## src/rtl/stopwatch_pkg.sv

```systemverilog
// Shared types and constants for the mm:ss stopwatch.
package stopwatch_pkg;

  typedef enum logic [1:0] {
    IDLE    = 2'b00,
    RUNNING = 2'b01,
    PAUSED  = 2'b10
  } sw_state_t;

  localparam int SEC_MAX = 59;
  localparam int MIN_MAX_DEF = 99;

endpackage

```

## src/rtl/stopwatch_tick_gen.sv

```systemverilog
// Prescaler: one-cycle tick every TICK_DIV enabled cycles.
module stopwatch_tick_gen #(
  parameter int TICK_DIV = 1
) (
  input  logic clk,
  input  logic rst,
  input  logic en,
  input  logic clr,
  output logic tick
);

  localparam int W = (TICK_DIV > 1) ? $clog2(TICK_DIV) : 1;
  localparam logic [W-1:0] LAST = W'(TICK_DIV - 1);

  logic [W-1:0] cnt_q;

  always_ff @(posedge clk or posedge rst) begin
    if (rst) begin
      cnt_q <= '0;
    end else if (clr) begin
      cnt_q <= '0;
    end else if (en) begin
      cnt_q <= (cnt_q == LAST) ? '0 : cnt_q + 1'b1;
    end
  end

  assign tick = en & (cnt_q == LAST);

endmodule

```

## src/rtl/stopwatch_mmss.sv

```systemverilog
// Minutes:seconds stopwatch with start/stop/reset pulse controls.
module stopwatch_mmss
  import stopwatch_pkg::*;
#(
  parameter int TICK_DIV = 1,
  parameter int MIN_MAX  = MIN_MAX_DEF
) (
  input  logic       clk,
  input  logic       rst,
  input  logic       start,
  input  logic       stop,
  input  logic       reset,
  output logic [7:0] minutes,
  output logic [5:0] seconds,
  output logic [1:0] status
);

  sw_state_t  state_q;
  sw_state_t  state_d;
  logic [7:0] min_q;
  logic [5:0] sec_q;
  logic       tick;
  logic       cnt_en;
  logic       cnt_clr;

  always_ff @(posedge clk or posedge rst) begin
    if (rst) begin
      state_q <= IDLE;
    end else begin
      state_q <= state_d;
    end
  end

  // reset beats stop beats start
  always_comb begin
    state_d = state_q;
    if (reset) begin
      state_d = IDLE;
    end else begin
      unique case (state_q)
        IDLE:    if (start && !stop) state_d = RUNNING;
        RUNNING: if (stop) state_d = PAUSED;
        PAUSED:  if (start && !stop) state_d = RUNNING;
        default: state_d = IDLE;
      endcase
    end
  end

  // no tick on the edge that pauses or clears
  assign cnt_en  = (state_q == RUNNING) & ~stop & ~reset;
  assign cnt_clr = reset | (state_q == IDLE);

  stopwatch_tick_gen #(
    .TICK_DIV(TICK_DIV)
  ) u_tick (
    .clk (clk),
    .rst (rst),
    .en  (cnt_en),
    .clr (cnt_clr),
    .tick(tick)
  );

  always_ff @(posedge clk or posedge rst) begin
    if (rst) begin
      min_q <= '0;
      sec_q <= '0;
    end else if (reset) begin
      min_q <= '0;
      sec_q <= '0;
    end else if (tick) begin
      if (sec_q == 6'(SEC_MAX)) begin
        sec_q <= '0;
        min_q <= (min_q == 8'(MIN_MAX)) ? '0 : min_q + 8'd1;
      end else begin
        sec_q <= sec_q + 6'd1;
      end
    end
  end

  assign minutes = min_q;
  assign seconds = sec_q;
  assign status  = state_q;

endmodule

```

## config.mk

```make
export PLATFORM = sky130hd
export DESIGN_NAME = stopwatch_mmss
export DESIGN_NICKNAME = d
export VERILOG_FILES = /design/src/rtl/stopwatch_pkg.sv /design/src/rtl/stopwatch_tick_gen.sv /design/src/rtl/stopwatch_mmss.sv
export SDC_FILE = /design/constraint.sdc
export NUM_CORES = 1
export LEC_CHECK = 0
export CAP_MARGIN = 20
export CORE_UTILIZATION = 35
export DETAILED_ROUTE_END_ITERATION = 10
export DONT_BUFFER_PORTS = 1
export GPL_ROUTABILITY_DRIVEN = 0
export PLACE_DENSITY = 0.57
export SLEW_MARGIN = 20
export SYNTH_ARGS = -nofsm -noshare
export SYNTH_HDL_FRONTEND = slang
export SYNTH_SLANG_ARGS = --single-unit
```

## constraint.sdc

```tcl
create_clock -name clk -period 1.93 [get_ports clk]
set_clock_uncertainty 0.05 [all_clocks]
set_input_delay 0.579 -clock clk [delete_from_list [all_inputs] [get_ports clk]]
set_output_delay 0.579 -clock clk [all_outputs]
set_load 0.02 [all_outputs]
```

Yosys cells after proc, flatten, opt, wreduce, memory -nomap -nowiden --
Index checks and enable logic that the tools add are counted.
Word-level totals: bits in registers 17, input bits 5, output and inout bits 16, word-level logic and storage cells 43
Cells by class: $add $sub $neg 3, eq/ne operators 6, multiplexer cells 14, bitwise logic cells 7, reduce and logical (&&, ||, !) cells 9
Operators by type and width (count):
- $mux 8 | 4
- $mux 6 | 3
- $add 8x1->8 const B | 1
- $eq 8x7->1 const B | 1
- $add 6x1->6 const B | 1
- $eq 6x6->1 const B | 1
- $mux 2 | 3
- $reduce_bool 2->1 | 3
- $pmux 2 s2 | 1
- $reduce_and 2->1 | 2
- $and 1x1->1 | 3
- $mux 1 | 3
- $ne 3x1->1 const B | 1
- $ne 3x3->1 const B | 1
- $not 1->1 | 3
- $eq 2x1->1 const B | 1
- $eq 2x2->1 const B | 1
- $logic_not 2->1 | 1
- $reduce_or 2->1 | 1
- $add 1x1->1 const B | 1
- $logic_and 1x1->1 | 1
- $logic_not 1->1 | 1
- $or 1x1->1 | 1

Depth between registers and ports, before layout --
Gate-level depths: netlist of run 1.
word-level depth 6, mapped depth 5

Hierarchy --
A second synthesis of run 1 with hierarchy kept.
Second synthesis, totals: cell total of the unflattened synthesis 97, area total of the unflattened synthesis 888.4 um^2
Modules (own cells, without submodules):
- stopwatch_mmss | times used 1, cells an instance 96, area each 880.8 um^2, seq. area each 400.4 um^2
- stopwatch_tick_gen | times used 1, cells an instance 1, area each 7.5 um^2, seq. area each 0.0 um^2

Worst setup path before layout of run 1 --
OpenSTA, ideal clock, no wires.
path type reg2reg, start register sec_q[2], in the netlist seconds[2], end register min_q[6], in the netlist minutes[6], arrival 1.538 ns, path slack 0.247 ns, stages on the path, launching flop included 6, buffers on the path 1, clock period less this slack 1.683 ns, path through dfrtp_1 and4b_1 buf_6 nand4_4 or4_1 o31ai_1
Between the ends: longest elaborated chain between the ends 3
Ends and longest elaborated chain:
- start: declaration | line stopwatch_mmss.sv:21 | logic [5:0] sec_q;
- start signal: assignment | line stopwatch_mmss.sv:75 | sec_q <= sec_q + 6'd1;
- $eq 6x6->1 | line stopwatch_mmss.sv:71 | if (sec_q == 6'(SEC_MAX)) begin
- $reduce_bool 2->1 (no source line)
- $reduce_and 2->1 (no source line)
- end signal: assignment | line stopwatch_mmss.sv:73 | min_q <= (min_q == 8'(MIN_MAX)) ? '0 : min_q + 8'd1;
- end: declaration | line stopwatch_mmss.sv:20 | logic [7:0] min_q;
Every way passes these cells. A chain may end at the register's enable or synchronous reset.

Worst setup path after layout of run 1 --
start register state_q[1], in the netlist status[1], end register min_q[2], in the netlist minutes[2]
Between the ends: longest elaborated chain between the ends 6
Ends and longest elaborated chain:
- start: declaration | line stopwatch_mmss.sv:18 | sw_state_t state_q;
- start signal: assignment | line stopwatch_mmss.sv:30 | state_q <= state_d;
- $eq 2x1->1 | line stopwatch_mmss.sv:50 | assign cnt_en = (state_q == RUNNING) & ~stop & ~reset;
- $and 1x1->1 (2 in series) | line stopwatch_mmss.sv:50
- $and 1x1->1 | line stopwatch_tick_gen.sv:27 | assign tick = en & (cnt_q == LAST);
- $reduce_bool 2->1 (no source line)
- $reduce_and 2->1 (no source line)
Every way passes these cells.

==> results of run 1 <==
-- worst register-to-register path, stage by stage, from the launching register on --
cell	delay (ns)
dfrtp_1	0.42
nor3b_4	0.37
nand4_1	0.21
or3b_1	0.39
a21oi_1	0.15
-- layout make-up --
class / count / area share (%)
timing repair buffer: 13 / 9.55
sequential: 16 / 39.2
multi-input combinational: 69 / 44.2
tap: 28 / 3.43
clock buffer: 3 / 2.20
inverter: 4 / 1.47
-- per-stage QoR --
step | instances | hold slack, ns
floorplan | 94 | 0.443
global placement | 130 | 0.542
detailed placement | 130 | 0.538
CTS | 133 | 0.226
global route | 133 | 0.243
finish | 133 | 0.198
-- power groups by stage --
stage / combinational [mW] / clock, mW / sequential, mW
6_report: 0.0296 / 0.175 / 0.339
5_1_grt: 0.0338 / 0.198 / 0.340
4_1_cts: 0.0306 / 0.183 / 0.339
3_5_place_dp: 0.0306 / 0 / 0.346
3_3_place_gp: 0.0299 / 0 / 0.346
2_1_floorplan: 0.0221 / 0 / 0.350
-- cell usage after synthesis --
cell | instances | area share, %
dfrtp_1 | 16 | 45
a21oi_1 | 11 | 6.1
nand2_1 | 11 | 4.6
nor2_1 | 6 | 2.5
inv_1 | 4 | 1.7
nand3_1 | 4 | 2.2
nand4_1 | 3 | 2.1
nor3_1 | 3 | 1.7
o21ai_0 | 3 | 1.7
a311oi_1 | 2 | 2.0
a41oi_1 | 2 | 2.0
and3_1 | 2 | 1.4
buf_2 | 2 | 1.1
ha_1 | 2 | 2.8
mux2i_1 | 2 | 2.2
nand2b_1 | 2 | 1.4
nand3b_1 | 2 | 1.7
or3b_1 | 2 | 2.0
a2bb2oi_1 | 1 | 0.98
and4b_1 | 1 | 1.1
buf_6 | 1 | 1.3
clkbuf_1 | 1 | 0.42
clkbuf_2 | 1 | 0.56
nand4_4 | 1 | 2.4
nand4b_1 | 1 | 0.98
nand4bb_1 | 1 | 1.3
nor3b_4 | 1 | 2.1
nor4b_1 | 1 | 0.98
o2111ai_1 | 1 | 0.98
o31ai_1 | 1 | 0.84
or3_1 | 1 | 0.70
or4_1 | 1 | 0.84
xor2_1 | 1 | 0.98
-- sequential cells by signal, summed over array words and instances, names as in the netlist --
name	flops
minutes	8
status	2
seconds	6
-- layout by cell type, fill, tap and decap left out, types with 2 or more instances in the layout --
cell	synthesis	routed
clkbuf_4	0	3
ha_1	2	2
nand2_1	11	11
mux2i_1	2	2
a21oi_1	11	11
nand3b_1	2	2
a311oi_1	2	2
nor2_1	6	6
nand3_1	4	4
a41oi_1	2	2
o21ai_0	3	3
nand4_1	3	3
and3_1	2	2
buf_4	0	13
inv_1	4	4
nand2b_1	2	2
or3b_1	2	2
nor3_1	3	3
dfrtp_1	16	16
-- routing by layer --
layer,track usage [%],part of all wire [%]
met4,6.58,0.69
met5,0,0
met3,4.35,5.4
met1,18.2,44
met2,27.6,50
-- cell families after synthesis --
kind of cell	after synthesis	synth area share, %
adder cells (fa/ha/maj)	2	2.79
multiplexers	2	2.23
flip-flops	16	44.6
buffers and inverters	9	5.02
XOR/XNOR	1	0.976
AND/OR/NAND/NOR	43	29.8
AO/OA/AOI/OAI	21	14.5
-- path summary, 6_finish.rpt --
path / slack (ns) / from / endpoint / depth (start not counted)
worst max register to register: 0.27 / status[1]$_DFFE_PP0P_ / minutes[2]$_DFFE_PP0P_ / 4
min in group clk: 0.29 / reset / seconds[0]$_DFFE_PP0P_ / 1
max in group asynchronous: 1.21 / rst / seconds[4]$_DFFE_PP0P_ / 1
worst max-delay path: 0.27 / status[1]$_DFFE_PP0P_ / minutes[2]$_DFFE_PP0P_ / 4
worst min-delay path: 0.20 / rst / seconds[0]$_DFFE_PP0P_ / 1
worst min register to register: 0.58 / seconds[5]$_DFFE_PP0P_ / seconds[5]$_DFFE_PP0P_ / 2
==> impl_results.md, run 1 <==
* Horiz. Die Dim at 52.6 um
* Post-route cell area at 1020 sq um
* Cts hold-fix bufs at 0
* Clk pwr share at 32.2%
* Crit end category: flop
* Global-route usage over all layers at 16.0%
* Max Cap Violations at 0
* Sequential cell area at 400 sq um
* Fillers at 241
* Final Power at 0.544 mW
* Post-synthesis sequential area ratio at 44.6%
* WP buf/inv at 0
* Critical path fanouts, max at 7
* CP top delay family: simple AND/OR/NAND/NOR gates
* Gr ovfl total at 0
* Leakage power at 0.451 nW
* P_sw at 0.123 mW
* Hold Vio Cnt, Final at 0
* NumNets Final at 114
* Placed Area at 1000 sq um
* Sw frac at 22.7%
* Flop pwr share at 62.4%
* Cell Area, Synth at 897 sq um
* Drt wl/cell at 14.2 um
* Gate power share at 5.4%
* Max Buffers Root-to-Sink at 2
* H-tree lvl count at 1
* Post-Route Setup TNS at 0 ns
* Clock Root Buffer: clkbuf_4
* Cell area power density at 532 nW/um^2
* Synthesis Warnings at 0
* Cell variety after synth at 33
* Antenna violations before repair at 0
* Fmax at 603 MHz
* Initial Util at 38.7%
* Slew margin rel. at 58.1%
* Postcts setup bufs at 0
* Status: finished clean
* Via count at 752
* Dpl hpwl at 1420 um
* Max VDD drop at 258 uV
* First-pass GRT wire length at 3190 um
* Final Max Tran Viols at 0
* Die area at 2770 sq um
* Residual DRC count at 0
* Share of layout cells above drive strength 1 at 17.1%
* Crit path cell chain: nor3b_4 > nand4_1 > or3b_1 > a21oi_1
* Skew-Pair Late Insertion Delay at 0.28 ns
* Final Util at 44.1%
* CTS Sinks at 16
* Power Internal at 0.421 mW
* Unrepaired setup endpoints after global routing: false
* Port bufs at 0
* Critical path required time at 2.08 ns
* # IOs at 21
* Die Ht at 52.6 um
* Hold crit path type: in2async
* CTS tree: done
* Final critical-path required period at 1.66 ns
* Final WS setup at 0.271 ns
* Area growth, synth to finish at 13.9%
* Kind of critical path: reg2reg
* Nature of the critical path startpoint: flop
* Footprint of the multi-input gates at 452 sq um
* Worst slack, placed at 0.158 ns
* Post-Route WL at 1890 um
* Initial DRC count at 15
* Period utilisation layout at 85.9%
* Synthesized Nets at 101
* Yosys reg bits at 16
* Cell Rows at 17
* Antenna viol nets, final at 0
* Vias in the first global route at 720
* Mapped Cells at 94
* Vias per cell at 5.65
* Measured slew at the worst slew-check pin at 0.628 ns
* Largest net degree at the start of global routing at 19
* CTS Buf Count at 3
* Average cell area after synthesis at 9.54 sq um
* CTS resizes at 0
* Reg clk slew, reported paths at 0.10 ns
* Crit path DAT at 1.81 ns
* Worst path max stage delay at 0.42 ns
* CP max stage cell: dfrtp_1
* Inserted Diodes at 0
* Final setup vio count at 0
* Drt first pass iters at 5
* Core area at 2320 sq um
No activity file was read; power rests on OpenSTA's default activity.
==> inputs of run 2 (changes only) <==
SYNTH_HIERARCHICAL = 1   (was not set)
==> run 2 against run 1 <==
  * Sequential power barely moved
  * Worst hold slack got worse by 0.011 ns
  * Register-to-register slack got worse by 0.10 ns
  * Synthesized cell count increased by 2.1%
  * Global-route usage is 0.33 points lower
  * Clock power grew 27%
  * Final area is 0.61% higher
  * Total power grew 10%
  * Critical endpoint is now minutes[5]$_DFFE_PP0P_
  * Highest routed layer unchanged
==> impl_results.md, run 2 <==
* Crit end category: flop
* Largest net degree at the start of global routing at 17 (-2)
* Port bufs at 0 (unchanged)
* Global-route usage over all layers at 15.6% (-0.33 points)
* NumNets Final at 116 (+1.8%)
* Final critical-path required period at 1.76 ns (+0.105 ns)
* Initial Util at 38.3% (-0.35 points)
* Die area at 2720 sq um (-1.7%)
* Dpl hpwl at 1370 um (-3.8%)
* Max VDD drop at 324 uV (+25%)
* Reg clk slew, reported paths at 0.10 ns (about the same)
* Die Ht at 52.2 um (-0.87%)
* Vias in the first global route at 737 (+2.4%)
* Cell area power density at 582 nW/um^2 (+9.3%)
* Nature of the critical path startpoint: flop
* Final Power at 0.598 mW (+10%)
* Cell Rows at 17 (unchanged)
* Crit path DAT at 1.93 ns (+0.12 ns)
* Fmax at 567 MHz (-5.9%)
* Unrepaired setup endpoints after global routing: false
* Leakage power at 0.454 nW (+0.80%)
* CTS tree: done
* Most common cell after layout, fill and taps aside: dfrtp_1
* Measured slew at the worst slew-check pin at 0.609 ns (-0.0199 ns)
* Via count at 745 (-0.93%)
* CTS Buf Count at 3 (unchanged)
* Skew-Pair Late Insertion Delay at 0.28 ns (about the same)
* CP Launch Point: seconds[0]$_DFFE_PP0P_
* Max Buffers Root-to-Sink at 2 (unchanged)
* Share of layout cells above drive strength 1 at 18.5% (+1.4 points)
* Status: finished clean
* First-pass GRT wire length at 3170 um (-0.41%)
* Clock Root Buffer: clkbuf_4
* Final Max Tran Viols at 0 (unchanged)
* Critical path required time at 2.10 ns (+0.02 ns)
* Horiz. Die Dim at 52.2 um (-0.87%)
* Fillers at 221 (-8.3%)
* Hold Vio Cnt, Final at 0 (unchanged)
* Gr ovfl total at 0 (unchanged)
* # IOs at 21 (unchanged)
* Synthesized Nets at 103 (+2.0%)
* Final Util at 44.8% (+0.68 points)
* Initial DRC count at 18 (+3)
* Critical path fanouts, max at 11 (+4)
* Final setup vio count at 0 (unchanged)
* Average cell area after synthesis at 9.18 sq um (-3.9%)
* Core area at 2300 sq um (-0.92%)
* CTS Sinks at 16 (unchanged)
* Postcts setup bufs at 0 (unchanged)
* Antenna viol nets, final at 0 (unchanged)
* Drt first pass iters at 4 (-1)
* Most frequent cells in the layout: dfrtp_1 (16), buf_4 (12), a21oi_1 (10)
* Hold_ws at 0.187 ns (-0.0112 ns)
* Worst r2r src: seconds[0]$_DFFE_PP0P_
* Hold crit path type: in2async
* Max Cap Violations at 0 (unchanged)
* Slew margin rel. at 59.4% (+1.3 points)
* Synthesis Warnings at 6 (+6)
* Largest register FFs at 8 (unchanged)
* Area growth, synth to finish at 16.8%
* Period utilisation layout at 91.4% (+5.4 points)
* Post-Route WL at 1800 um (-4.5%)
* Kind of critical path: reg2reg
* Residual DRC count at 0 (unchanged)
* Drt wl/cell at 13.3 um (-6.6%)
* Inserted Diodes at 0 (unchanged)
* Mapped Cells at 96 (+2.1%)
* H-tree lvl count at 1 (unchanged)
* Cell Area, Synth at 881 sq um (-1.8%)
* Vias per cell at 5.48 (-3.1%)
* Antenna violations before repair at 0 (unchanged)
[run 2: repair_timing]
action | 4_1_cts | 5_1_grt
hold buffers | 0 | 0
resized for setup | 0 | 1
endpoints found under the setup margin | 0 | 1
[run 2: layer usage]
metal  vias up  track usage (%)  part of all wire, %
met4         0             6.58                 0.78
met1       355             21.1                   49
met2        14             23.7                   45
li1        374                -                    -
met5         -                0                    0
met3         2             3.80                  4.8
[run 2: layout make-up]
type,instances,area [sq um],area share (%)
Tap cell,28,35.0,3.41
Sequential cell,16,400,38.9
Multi-Input combinational cell,74,459,44.6
Clock buffer,4,36.3,3.53
Inverter,2,7.51,0.730
Timing Repair Buffer,12,90.1,8.76
[run 2: critical path: stages (launching register included)]
cell     delay [ns]
dfrtp_1        0.36
ha_1           0.22
and2_4         0.18
a41oi_2        0.14
buf_4          0.20
or4_1          0.40
a21oi_1        0.16
[run 2: per-stage QoR]
stage               cells  setup WS (ns)  setup TNS [ns]  area, sq um
finish                136          0.167               0         1030
floorplan              96        -0.0470         -0.0836          916
CTS                   136          0.140               0         1030
detailed placement    132         0.0970               0          990
global placement      132          0.121               0          990
global route          136         0.0272               0         1030
[run 2: final timing paths]
check	end	slack, ns	cells after the start
hold / removal	status[1]$_DFFE_PP0P_	0.19	1
max in group asynchronous	status[0]$_DFFE_PP0P_	1.24	1
setup / recovery	minutes[5]$_DFFE_PP0P_	0.17	6
hold reg to reg	status[0]$_DFFE_PP0P_	0.55	2
min in group clk	status[1]$_DFFE_PP0P_	0.29	1
setup reg to reg	minutes[5]$_DFFE_PP0P_	0.17	6
[run 2: power by group]
| part | switching, mW | internal [mW] | leakage, nW | total [mW] |
|---|---|---|---|---|
| Combinational | 0.0237 | 0.0134 | 0.210 | 0.0372 |
| Sequential | 0.00107 | 0.337 | 0.223 | 0.338 |
| Clock | 0.108 | 0.115 | 0.0210 | 0.223 |
==> inputs of run 3 (changes only) <==
CORE_UTILIZATION = 55   (was 35)
PLACE_DENSITY = 0.78   (was 0.57)
==> run 3 against run 2 <==
  * Via count grew 3.4%
  * Sequential power is essentially flat
  * Critical path depth shrank 1
  * Sequential share of layout area grew 0.53 points
  * Total power grew 0.53%
  * Critical path type unchanged
  * Largest power group unchanged
  * Highest routed layer unchanged
==> impl_results.md, run 3 (synthesis results as in run 2) <==
* Status: finished clean
* Vias in the first global route at 731 (-0.81%)
* Largest net degree at the start of global routing at 17 (unchanged)
* Power Internal at 0.466 mW (+0.25%)
* Most common cell after layout, fill and taps aside: dfrtp_1
* Final Max Tran Viols at 0 (unchanged)
* Drt wl/cell at 15.0 um (+13%)
* Final Util at 67.4% (+23 points)
* Final setup vio count at 0 (unchanged)
* Reg clk slew, reported paths at 0.10 ns (about the same)
* Leakage power at 0.448 nW (-1.3%)
* Max Cap Violations at 0 (unchanged)
* Dpl hpwl at 1390 um (+1.6%)
* Most frequent cells in the layout: dfrtp_1 (16), buf_4 (11), a21oi_1 (10)
* Sw frac at 22.4% (+0.22 points)
* Crit path DAT at 2.04 ns (+0.11 ns)
* Kind of critical path: reg2reg
* H-tree lvl count at 1 (unchanged)
* Vias per cell at 6.26 (+14%)
* Cell area power density at 593 nW/um^2 (+1.9%)
* Antenna violations before repair at 0 (unchanged)
* Flop pwr share at 56.3% (-0.2 points)
* Period utilisation layout at 97.2% (+5.9 points)
* CTS Buf Count at 3 (unchanged)
* Share of layout cells above drive strength 1 at 16.8% (-1.7 points)
* # IOs at 21 (unchanged)
* Clock Root Buffer: clkbuf_4
* NumNets Final at 115 (-0.86%)
* Hold crit path type: in2async
* CP top delay family: simple AND/OR/NAND/NOR gates
* Final critical-path required period at 1.88 ns (+0.113 ns)
* Horiz. Die Dim at 42.0 um (-19%)
* Post-Route Setup TNS at 0 ns (unchanged)
* Max Buffers Root-to-Sink at 2 (unchanged)
* Initial DRC count at 26 (+8)
* Slew margin rel. at 60.6% (+1.2 points)
* Initial Util at 58.5% (+20 points)
* Worst path max stage delay at 0.54 ns (+0.14 ns)
* Gate power share at 6.3% (about the same)
* CTS Sinks at 16 (unchanged)
* WP buf/inv at 0 (-1)
* Post-Route WL at 1840 um (+2.1%)
* Hold Vio Cnt, Final at 0 (unchanged)
* Gr ovfl total at 0 (unchanged)
* Crit path cell chain: ha_1 > and2_1 > a41oi_4 > or4_1 > a21oi_1
* Largest register FFs at 8 (unchanged)
* P_sw at 0.135 mW (+1.5%)
* CP max stage cell: or4_1
* Inserted Diodes at 0 (unchanged)
* Via count at 770 (+3.4%)
* Core area at 1510 sq um (-34%)
* Global-route usage over all layers at 23.4% (+7.7 points)
* Residual DRC count at 0 (unchanged)
* Max VDD drop at 331 uV (+2.2%)
* First-pass GRT wire length at 3100 um (-2.4%)
* Die Ht at 42.0 um (-19%)
* Measured slew at the worst slew-check pin at 0.591 ns (-0.0176 ns)
* Antenna viol nets, final at 0 (unchanged)
* Crit end category: flop
* Critical path fanouts, max at 7 (-4)
* Nature of the critical path startpoint: flop
* Fmax at 533 MHz (-6.0%)
* Footprint of the multi-input gates at 468 sq um (+1.9%)
* Fillers at 122 (-45%)
* Sequential cell area at 400 sq um (unchanged)
* Clk pwr share at 37.4% (+0.2 points)
* Port bufs at 0 (unchanged)
* Drt first pass iters at 4 (unchanged)
* Skew-Pair Late Insertion Delay at 0.29 ns (about the same)
* Cell Rows at 14 (-3)
* Die area at 1770 sq um (-35%)
* CTS tree: done
* Area growth, synth to finish at 15.2%
* Critical path required time at 2.09 ns (about the same)
## run 3: final timing paths
check / from / end / slack, ns / depth (start not counted)
min: rst / minutes[6]$_DFFE_PP0P_ / 0.17 / 1
max: seconds[0]$_DFFE_PP0P_ / minutes[7]$_DFFE_PP0P_ / 0.05 / 5
min reg2reg: status[0]$_DFFE_PP0P_ / status[0]$_DFFE_PP0P_ / 0.56 / 2
max reg2reg: seconds[0]$_DFFE_PP0P_ / minutes[7]$_DFFE_PP0P_ / 0.05 / 5
max in group asynchronous: rst / seconds[4]$_DFFE_PP0P_ / 1.27 / 1
min in group clk: reset / minutes[0]$_DFFE_PP0P_ / 0.29 / 1
## run 3: cell type report
class | count | share of cell area (%)
multi-input cells | 74 | 46.1
flip-flops and latches | 16 | 39.5
repair buffers | 11 | 8.14
clock buffers | 4 | 3.58
well taps | 16 | 1.97
inverters | 2 | 0.740
## run 3: power groups by stage
stage                     Sequential [mW]  Clock, mW  Combinational, mW
final                               0.338      0.225             0.0381
after global routing                0.339      0.254             0.0423
after CTS                           0.338      0.226             0.0378
after detailed placement            0.345          0             0.0377
after global placement              0.345          0             0.0365
after floorplan                     0.348          0             0.0321
## run 3: per-layer routing
layer	vias to the layer above	global-route usage (%)	share of wire, %
li1	375	-	-
met1	365	30.1	44
met2	25	37.2	49
met3	5	4.31	4.6
met4	0	13.1	2.3
met5	-	0	0
## run 3: what timing repair did
item | CTS | global route
setup endpoints to repair | 0 | 3
hold buffers | 0 | 0
buffers inserted | 0 | 0
resized for setup | 0 | 1
## run 3: worst register-to-register path: stages (launching register included)
cell     delay [ns]
dfrtp_1        0.40
ha_1           0.23
and2_1         0.24
a41oi_4        0.17
or4_1          0.54
a21oi_1        0.18
## run 3: through the flow
| step | total power, mW | worst slack (ns) | hold slack (ns) | instances | cell area, sq um |
|---|---|---|---|---|---|
| floorplan | 0.381 | -0.0470 | 0.443 | 96 | 916 |
| global placement | 0.381 | 0.120 | 0.517 | 119 | 967 |
| detailed placement | 0.383 | 0.0833 | 0.516 | 119 | 967 |
| CTS | 0.602 | 0.0730 | 0.195 | 123 | 1000 |
| global route | 0.635 | -0.0297 | 0.201 | 123 | 1010 |
| finish | 0.601 | 0.0533 | 0.174 | 123 | 1010 |
